$ cat config.mk
export PLATFORM = sky130hd
export DESIGN_NAME = event_readout_sequencer
export DESIGN_NICKNAME = d
export VERILOG_FILES = /design/src/rtl/event_readout_sequencer.sv
export SDC_FILE = /design/constraint.sdc
export NUM_CORES = 1
export LEC_CHECK = 0
export ABC_CLOCK_PERIOD_IN_PS = 2500
export CELL_PAD_IN_SITES_DETAIL_PLACEMENT = 1
export CELL_PAD_IN_SITES_GLOBAL_PLACEMENT = 2
export CORE_MARGIN = 10
export CORE_UTILIZATION = 31
export DETAILED_ROUTE_END_ITERATION = 6
export HOLD_SLACK_MARGIN = 0.02
export PLACE_DENSITY_LB_ADDON = 0.08
export SYNTH_ARGS = -nofsm -noshare
export SYNTH_HDL_FRONTEND = slang
export SYNTH_SLANG_ARGS = --single-unit
$ cat constraint.sdc
create_clock -name clk50 -period 2.5 [get_ports clk50]
set_input_delay 0.5 -clock clk50 [delete_from_list [all_inputs] [get_ports clk50]]
set_output_delay 0.5 -clock clk50 [all_outputs]
set_load 0.05 [all_outputs]
$ cat src/rtl/event_readout_sequencer.sv
// event_readout_sequencer
// Per-event controller for the drift-tube readout path (clk50 domain).
// A rising edge on trig opens the capture window. The controller then strobes
// validate_out, checks FIFO space, and either drops the event or walks the tube
// channels through the external mux into the FIFO, followed by a trailer word.
// It finishes by holding tube_clr for CLR_CYCLES.
//
// Optional build macro: EVENT_HEADER_EN
//   When defined, an 8-bit event counter is kept. Each event is then prefixed
//   with a header word {8'hFE, event_number}, and the space check reserves one
//   extra word for that header.
//
// FIFO handshake: a word is offered while the pending register is valid.
// fifo_wr_en = pending_valid & ~fifo_full, and a word counts as transferred on
// any clock edge where fifo_wr_en is high. While fifo_full is high, the pending
// word, chan_sel and pending_valid all hold their values.
module event_readout_sequencer #(
  parameter int N_CHAN        = 32,
  parameter int WINDOW_CYCLES = 257,
  parameter int CLR_CYCLES    = 11,
  parameter int FIFO_DEPTH    = 1024
) (
  input  logic        clk50,
  input  logic        rst_n,
  input  logic        trig,
  input  logic [7:0]  chan_data,
  input  logic        fifo_full,
  input  logic [9:0]  fifo_wr_count,
  output logic        busy,
  output logic        capture_en,
  output logic        validate_out,
  output logic [4:0]  chan_sel,
  output logic [15:0] fifo_din,
  output logic        fifo_wr_en,
  output logic        tube_clr,
  output logic        drop_pulse,
  output logic [15:0] drop_cnt,
  output logic [2:0]  o_dbg_state
);

`ifdef EVENT_HEADER_EN
  localparam int HDR_WORDS = 1;
`else
  localparam int HDR_WORDS = 0;
`endif

  // Words an accepted event needs: channels, trailer, and the optional header.
  localparam int          NEED_WORDS = N_CHAN + 1 + HDR_WORDS;
  localparam logic [4:0]  LAST_CH    = 5'(N_CHAN - 1);
  localparam logic [15:0] WIN_LAST   = 16'(WINDOW_CYCLES - 1);
  localparam logic [15:0] CLR_LAST   = 16'(CLR_CYCLES - 1);
  localparam logic [15:0] TRAILER_W  = 16'hFFFF;

  typedef enum logic [2:0] {
    S_IDLE    = 3'd0,
    S_CAPTURE = 3'd1,
    S_LATCH   = 3'd2,
    S_CHECK   = 3'd3,
    S_WRITE   = 3'd4,
    S_TRAILER = 3'd5,
    S_CLEAR   = 3'd6
  } state_t;

  state_t      r_state;
  state_t      w_state_nxt;
  logic        r_trig_d;
  logic [15:0] r_cnt;
  logic [4:0]  r_chan_sel;
  logic [15:0] r_pend;
  logic        r_pend_valid;
  logic        r_last_loaded;
  logic [15:0] r_drop_cnt;

  logic        w_trig_rise;
  logic [31:0] w_space;
  logic        w_space_ok;
  logic        w_accept;
  logic        w_drop;

`ifdef EVENT_HEADER_EN
  logic [7:0]  r_evt_cnt;
`endif

  // Tag for channel c: prefix chosen by c[4:3], then the low three index bits reversed.
  function automatic logic [7:0] f_tag(input logic [4:0] c);
    logic [4:0] pfx;
    case (c[4:3])
      2'd0:    pfx = 5'b11000;
      2'd1:    pfx = 5'b11001;
      2'd2:    pfx = 5'b00100;
      default: pfx = 5'b00101;
    endcase
    return {pfx, c[0], c[1], c[2]};
  endfunction

  assign w_trig_rise = trig & ~r_trig_d;
  assign w_space     = 32'(FIFO_DEPTH) - 32'(fifo_wr_count);
  assign w_space_ok  = (w_space >= 32'(NEED_WORDS));
  assign w_accept    = r_pend_valid & ~fifo_full;

  // State register.
  always_ff @(posedge clk50 or negedge rst_n) begin
    if (!rst_n) begin
      r_state <= S_IDLE;
    end else begin
      r_state <= w_state_nxt;
    end
  end

  // Next-state logic and decoded outputs.
  always_comb begin
    w_state_nxt  = r_state;
    w_drop       = 1'b0;
    busy         = (r_state != S_IDLE);
    capture_en   = (r_state == S_CAPTURE);
    validate_out = (r_state == S_LATCH);
    tube_clr     = (r_state == S_CLEAR);
    fifo_wr_en   = w_accept;
    fifo_din     = r_pend_valid ? r_pend : 16'h0000;
    case (r_state)
      S_IDLE: begin
        if (w_trig_rise) w_state_nxt = S_CAPTURE;
      end
      S_CAPTURE: begin
        if (r_cnt == WIN_LAST) w_state_nxt = S_LATCH;
      end
      S_LATCH: begin
        w_state_nxt = S_CHECK;
      end
      S_CHECK: begin
        if (w_space_ok) begin
          w_state_nxt = S_WRITE;
        end else begin
          w_drop      = 1'b1;
          w_state_nxt = S_CLEAR;
        end
      end
      S_WRITE: begin
        if (w_accept && r_last_loaded) w_state_nxt = S_TRAILER;
      end
      S_TRAILER: begin
        if (w_accept) w_state_nxt = S_CLEAR;
      end
      S_CLEAR: begin
        if (r_cnt == CLR_LAST) w_state_nxt = S_IDLE;
      end
      default: begin
        w_state_nxt = S_IDLE;
      end
    endcase
    drop_pulse = w_drop;
  end

  assign chan_sel    = r_chan_sel;
  assign drop_cnt    = r_drop_cnt;
  assign o_dbg_state = r_state;

  // Previous trig level, used for rising-edge detection.
  always_ff @(posedge clk50 or negedge rst_n) begin
    if (!rst_n) begin
      r_trig_d <= 1'b0;
    end else begin
      r_trig_d <= trig;
    end
  end

  // Window and clear-pulse cycle counter, restarted on every state change.
  always_ff @(posedge clk50 or negedge rst_n) begin
    if (!rst_n) begin
      r_cnt <= 16'd0;
    end else if (w_state_nxt != r_state) begin
      r_cnt <= 16'd0;
    end else if (r_state == S_CAPTURE || r_state == S_CLEAR) begin
      r_cnt <= r_cnt + 16'd1;
    end
  end

  // Readout pipeline: the pending word is refilled only when empty or just written.
  always_ff @(posedge clk50 or negedge rst_n) begin
    if (!rst_n) begin
      r_pend        <= 16'h0000;
      r_pend_valid  <= 1'b0;
      r_chan_sel    <= 5'd0;
      r_last_loaded <= 1'b0;
    end else begin
      case (r_state)
        S_WRITE: begin
          if (!r_pend_valid || w_accept) begin
            if (r_pend_valid && r_last_loaded) begin
              // Last channel word is going out now; queue the trailer behind it.
              r_pend        <= TRAILER_W;
              r_last_loaded <= 1'b0;
              r_chan_sel    <= 5'd0;
            end
`ifdef EVENT_HEADER_EN
            else if (!r_pend_valid) begin
              // Header goes first; chan_sel stays at 0 for the first channel.
              r_pend       <= {8'hFE, r_evt_cnt - 8'd1};
              r_pend_valid <= 1'b1;
            end
`endif
            else begin
              r_pend       <= {chan_data, f_tag(r_chan_sel)};
              r_pend_valid <= 1'b1;
              if (r_chan_sel == LAST_CH) begin
                r_last_loaded <= 1'b1;
              end else begin
                r_chan_sel <= r_chan_sel + 5'd1;
              end
            end
          end
        end
        S_TRAILER: begin
          if (w_accept) begin
            r_pend       <= 16'h0000;
            r_pend_valid <= 1'b0;
          end
        end
        default: begin
          r_pend        <= 16'h0000;
          r_pend_valid  <= 1'b0;
          r_chan_sel    <= 5'd0;
          r_last_loaded <= 1'b0;
        end
      endcase
    end
  end

  // Dropped-event counter, saturating at 0xFFFF.
  always_ff @(posedge clk50 or negedge rst_n) begin
    if (!rst_n) begin
      r_drop_cnt <= 16'd0;
    end else if (w_drop && (r_drop_cnt != 16'hFFFF)) begin
      r_drop_cnt <= r_drop_cnt + 16'd1;
    end
  end

`ifdef EVENT_HEADER_EN
  // Event number: counts every accepted trigger, including events later dropped.
  always_ff @(posedge clk50 or negedge rst_n) begin
    if (!rst_n) begin
      r_evt_cnt <= 8'd0;
    end else if (r_state == S_IDLE && w_trig_rise) begin
      r_evt_cnt <= r_evt_cnt + 8'd1;
    end
  end
`endif

endmodule

==> impl_metrics.py, run 1 <==
metrics = {
    "outcome": {
        "status": "finished, final reports clean",
    },
    "yosys": {
        "synth_area_leaders": "dfrtp_1 (47%), xnor2_1 (5.1%), o21ai_0 (4.3%)",
        "synthFlopType": "dfrtp_1",
        "synth_area_leader_cell": "dfrtp_1",
        "syn_nets": 353,
        "synth.avg_cell_area_um2": 9.56,
        "synth_edf_count": 0,
        "synth.distinct_cells": 53,
        "synth.top_cell.area_share_pct": 46.7,
        "ys_ff_latch": 58,
        "synthCells": 325,
        "syn-cell-area_um2": 3110,
        "ys_seq_area_share_pct": 46.7,
        "yosysWarningCount": 0,
        "async_reset_ff_share_pct": 100,
    },
    "pwr": {
        "p_sw_w": 0.00170,
        "cellInternalPower_w": 0.00243,
        "vdd_drop_max_mv": 0.551,
        "leakagePower_nw": 1.83,
        "seqPwrFrac_pct": 30.6,
        "p_sw_share_pct": 41.2,
        "p_comb_share_pct": 42.9,
        "powerDensity_nw_per_um2": 987,
        "power.share.clock_pct": 26.5,
    },
    "grt": {
        "top_usage_layer": "met2",
        "grt_pass1_vias": 2774,
        "grtUsageTotal_pct": 12.4,
        "met1_usage_pct": 16.2,
        "grt_pass1_wl_mm": 14.7,
        "grt_max_degree": 23,
        "antenna_found_initial": 0,
        "grt_overflow": 0,
        "met2_usage_pct": 19.5,
        "grt_use_met3_pct": 4.03,
    },
    "drt": {
        "route.detailed.drc": 0,
        "initialDrtViolationCount": 77,
        "drt_pass1_iterations": 4,
        "wirelength_mm": 8.46,
        "vias": 2555,
        "ant_nets": 0,
        "vias_per_cell": 4.78,
        "routedWlPerCell_um": 15.8,
    },
    "critical_path": {
        "cp-end-kind": "output port",
        "start_kind": "flop",
        "crit_family": "buffers and inverters",
        "crit_chain": "or3_1, clkdlybuf4s50_1",
        "cp_slowest_cell": "clkdlybuf4s50_1",
        "cp.required_ns": 2.00,
        "cp_num_buf_inv": 1,
        "critical-path-max-stage-delay_ns": 0.72,
        "critPathKind": "flop to output port",
        "path_max_fanout": 8,
        "worst_ep_arrival_time_ns": 1.87,
        "r2r_start": "r_pend_valid",
        "critPathLaunch": "o_dbg_state[1]",
    },
    "timing": {
        "maxSlewViolCount": 0,
        "worstMarginPinSlew_ns": 0.587,
        "fin_crit_sh_pct": 94.7,
        "hold_viol": 0,
        "final.min_clock_period_ns": 2.37,
        "fmax_mhz": 422,
        "layout_setup_ws_ns": 0.132,
        "rsz0062_at_grt": "false",
        "fin_hold_ws_ns": 0.116,
        "fin_tns_setup_ns": 0,
        "finalSetupViolCount": 0,
        "skew_ns": 0.00962,
        "relSlewSlack_pct": 59.8,
    },
    "layout": {
        "n_fill_cell": 1139,
        "final_cell_mix": "dfrtp_1 (58), clkdlybuf4s50_1 (39), nand2_1 (35)",
        "area_delta_synth_final_pct": 34.8,
        "layout_commonest_cell": "dfrtp_1",
        "final_nets": 424,
        "diodes": 0,
        "drive_gt1_share_pct": 16.7,
    },
    "cts": {
        "post_cts_buffers": 0,
        "insertion_delay_ns": 0.34,
        "cts_sinks": 58,
        "h-tree-depth": 3,
        "cts_tree": "built",
        "cts_resized": 0,
        "clk_path_buf_depth": 2,
        "postCtsHoldBufs": 0,
        "cts.clk_slew.worst_paths_ns": 0.07,
        "clockRootBuffer": "clkbuf_8",
        "cts_inserted_buffers": 9,
    },
    "place": {
        "io_buffer_count": 62,
        "hpwlAfterDp_mm": 6.29,
        "routabilityCongestion": 0.748,
        "place_ws_ns": 0.199,
    },
    "die": {
        "die_width_um": 120,
        "dieArea_um2": 14400,
        "start_util_pct": 31.8,
        "die_h_um": 120,
        "row_count": 36,
        "coreArea_um2": 9770,
        "ios": 68,
    },
    "flow_run": {
        "timing.max_cap.violations": 0,
    },
    "hold_path": {
        "min_path_type": "input port to async pin",
    },
}
state kept, by name (all words and copies together) (netlist names):
| register | flops |
|---|---|
| drop_cnt | 16 |
| r_cnt | 16 |
| r_pend | 15 |
| chan_sel | 5 |
| o_dbg_state | 3 |
| r_last_loaded | 1 |
| r_pend_valid | 1 |
| r_trig_d | 1 |
Yosys cell counts (3+ instances only):
cell      instances
nand3_1          11
buf_2             4
and2_1           16
a21oi_1          23
ha_1              6
dfrtp_1          58
o21ai_0          27
nor4_1            4
xnor2_1          18
xor2_1           11
nand3b_1          3
nand4_1           8
nor2_1           16
inv_1            14
nor3_2            4
clkbuf_1          8
nand2_1          35
and3_1            5
nor3_1            6
o21ai_1           5
buf_4             4
metrics by stage:
step / total power [W] / utilization [%] / cell area [um^2] / std cells
floorplan: 0.00247 / - / 3120 / 325
global placement: 0.00307 / 40.2 / 3930 / 518
detailed placement: 0.00309 / 40.2 / 3930 / 518
CTS: 0.00421 / 42.8 / 4180 / 534
global route: 0.00441 / 42.8 / 4190 / 534
finish: 0.00413 / 42.8 / 4190 / 534
area by class of cell:
cell class	count	area, um^2	share of cell area, %
tap	133	166	3.97
timing repair buffer	76	731	17.5
clock inverter	5	100	2.39
inverter	15	57.6	1.37
multi-input combinational	236	1530	36.5
sequential	58	1450	34.7
clock buffer	11	151	3.62
path summary, 6_finish.rpt:
kind,end,slack (ns),cells after the start
worst max-delay path,busy,0.13,2
worst min-delay path,r_pend[10],0.12,1
worst max register to register,r_pend[7],0.44,7
worst min register to register,r_pend[13],0.47,2
max in group asynchronous,r_cnt[2],1.69,2
min in group clk50,r_pend[13],0.47,2
metal layers:
| layer | share of wire [%] | wire length, um |
|---|---|---|
| met1 | 48 | 4080 |
| met2 | 47 | 3940 |
| met3 | 4.4 | 369 |
| met4 | 0.80 | 68 |
| met5 | 0 | 0 |
power groups by stage:
| stage | registers (W) | logic [W] | clock network, W |
|---|---|---|---|
| after global placement | 0.00128 | 0.00179 | 0 |
| after detailed placement | 0.00129 | 0.00181 | 0 |
| final | 0.00126 | 0.00177 | 0.00109 |
| after global routing | 0.00129 | 0.00194 | 0.00118 |
| after CTS | 0.00127 | 0.00181 | 0.00113 |
| after floorplan | 0.00136 | 0.00110 | 0 |
cell families (layout without fill, tap and decap cells):
family / after synthesis / count (layout) / share of synthesized area [%]
mux: 3 / 3 / 1.17
compound gates: 75 / 75 / 15.3
flops: 58 / 58 / 46.7
simple gates: 123 / 123 / 21.7
buf+inv: 31 / 107 / 4.43
fa+ha+maj: 6 / 6 / 2.42
xor+xnor: 29 / 29 / 8.18
Power figures use the tool's default switching activity.
==> run 2, diff against run 1 <==
--- a/config.mk
+++ b/config.mk
@@ -5,11 +5,11 @@
 export SDC_FILE = /design/constraint.sdc
 export NUM_CORES = 1
 export LEC_CHECK = 0
-export ABC_CLOCK_PERIOD_IN_PS = 2500
+export ABC_CLOCK_PERIOD_IN_PS = 3000
 export CELL_PAD_IN_SITES_DETAIL_PLACEMENT = 1
 export CELL_PAD_IN_SITES_GLOBAL_PLACEMENT = 2
 export CORE_MARGIN = 10
-export CORE_UTILIZATION = 31
+export CORE_UTILIZATION = 33
 export DETAILED_ROUTE_END_ITERATION = 6
 export HOLD_SLACK_MARGIN = 0.02
 export PLACE_DENSITY_LB_ADDON = 0.08
==> constraint.sdc (replaced) <==
create_clock -name clk50 -period 3 [get_ports clk50]
set_input_delay 0.6 -clock clk50 [delete_from_list [all_inputs] [get_ports clk50]]
set_output_delay 0.6 -clock clk50 [all_outputs]
set_load 0.05 [all_outputs]
==> impl_metrics.py, run 2 (same netlist as run 1, synthesis figures left out) <==
metrics = {
    "pwr": {
        "powerDensity_nw_per_um2": 781,
        "leakagePower_nw": 1.68,
        "vdd_drop_max_mv": 0.349,
    },
    "timing": {
        "fin_crit_sh_pct": 93.1,
        "finalSetupViolCount": 0,
        "fmax_mhz": 358,
        "rsz0062_at_grt": "false",
        "fin_hold_ws_ns": 0.245,
        "fin_tns_setup_ns": 0,
        "skew_ns": 0.0122,
        "relSlewSlack_pct": 59.0,
        "maxSlewViolCount": 0,
        "final.min_clock_period_ns": 2.79,
        "worstMarginPinSlew_ns": 0.615,
        "hold_viol": 0,
    },
    "layout": {
        "final_cells": 505,
        "area_delta_synth_final_pct": 29.1,
        "drive_gt1_share_pct": 10.4,
        "diodes": 0,
        "final_cell_mix": "dfrtp_1 (58), clkdlybuf4s50_1 (58), nand2_1 (35)",
        "final_nets": 418,
    },
    "die": {
        "die_width_um": 117,
        "start_util_pct": 33.8,
        "ios": 68,
        "coreArea_um2": 9200,
        "row_count": 35,
        "die_h_um": 117,
        "dieArea_um2": 13700,
    },
    "grt": {
        "grt_pass1_wl_mm": 14.0,
        "grt_overflow": 0,
        "grtUsageTotal_pct": 12.9,
        "grt_max_degree": 28,
        "grt_pass1_vias": 2658,
        "antenna_found_initial": 0,
    },
    "cts": {
        "postCtsHoldBufs": 0,
        "insertion_delay_ns": 0.33,
        "cts_tree": "built",
        "h-tree-depth": 3,
        "cts_resized": 0,
        "clockRootBuffer": "clkbuf_8",
        "cts_sinks": 58,
        "post_cts_buffers": 0,
        "clk_path_buf_depth": 2,
        "cts_inserted_buffers": 9,
        "cts.clk_slew.worst_paths_ns": 0.07,
    },
    "critical_path": {
        "r2r.worst_path.cells": 6,
        "cp-end-kind": "output port",
        "start_kind": "flop",
        "critPathKind": "flop to output port",
        "path_max_fanout": 12,
        "worst_ep_arrival_time_ns": 2.19,
        "cp.required_ns": 2.40,
    },
    "place": {
        "io_buffer_count": 62,
        "routabilityCongestion": 0.737,
        "dp.cells": 490,
        "hpwlAfterDp_mm": 6.22,
    },
    "drt": {
        "route.detailed.drc": 0,
        "vias": 2545,
        "vias_per_cell": 5.04,
        "initialDrtViolationCount": 90,
        "ant_nets": 0,
        "routedWlPerCell_um": 16.8,
        "drt_pass1_iterations": 4,
        "wirelength_mm": 8.50,
    },
    "flow_run": {
        "timing.max_cap.violations": 0,
    },
    "hold_path": {
        "min_path_type": "input port to async pin",
    },
    "outcome": {
        "status": "finished, final reports clean",
    },
}
-- run 2: cell count changes in the layout (fill, tap and decap cells not counted), sizes merged --
cell	change
buf	-22
bufinv	-3
clkdlybuf4s50	+19
clkinv	+2
dlymetal6s2s	-3
-- run 2: stage by stage --
| stage | instance area, um^2 | power (W) | utilization (%) | worst slack, ns |
|---|---|---|---|---|
| 2_1_floorplan | 3110 | 0.00205 | - | 0.367 |
| 3_3_place_gp | 3860 | 0.00255 | 42.0 | 0.398 |
| 3_5_place_dp | 3860 | 0.00257 | 42.0 | 0.357 |
| 4_1_cts | 4010 | 0.00318 | 43.6 | 0.181 |
| 5_1_grt | 4010 | 0.00333 | 43.6 | 0.0717 |
| 6_report | 4010 | 0.00313 | 43.6 | 0.208 |
-- run 2: critical path, stage by stage, from the launching register on --
cell and delay, ns:
dfrtp_1 0.59, nand3b_1 0.22, inv_1 0.20, clkdlybuf4s50_1 0.84
-- run 2: layer usage --
layer	routed length, um	global-route usage, %
met3	398	3.16
met1	4200	17.3
met5	0	0
met4	87	4.45
met2	3810	19.8
-- run 2: power breakdown --
| group | internal [W] | switching (W) | total, W |
|---|---|---|---|
| Combinational | 0.000511 | 0.000954 | 0.00147 |
| Clock | 0.000290 | 0.000313 | 0.000603 |
| Sequential | 0.000922 | 0.000140 | 0.00106 |
| Total | 0.00172 | 0.00141 | 0.00313 |
-- run 2: cell type report --
| cell class | count | area (um^2) |
|---|---|---|
| timing repair buffer | 70 | 693 |
| inverter | 15 | 57.6 |
| fill | 1059 | 5190 |
| multi-input combinational | 236 | 1520 |
| sequential | 58 | 1450 |
| clock buffer | 11 | 131 |
| clock inverter | 4 | 20.0 |
| tap | 111 | 139 |
-- run 2: path summary, 6_finish.rpt --
kind,endpoint,startpoint,slack (ns)
max,tube_clr,o_dbg_state[1],0.21
min,r_pend[1],rst_n,0.25
max reg2reg,r_cnt[12],r_pend_valid,0.68
min reg2reg,r_pend[0],r_pend[0],0.47
max in group asynchronous,r_cnt[5],rst_n,2.06
min in group clk50,r_pend[0],r_pend[0],0.47
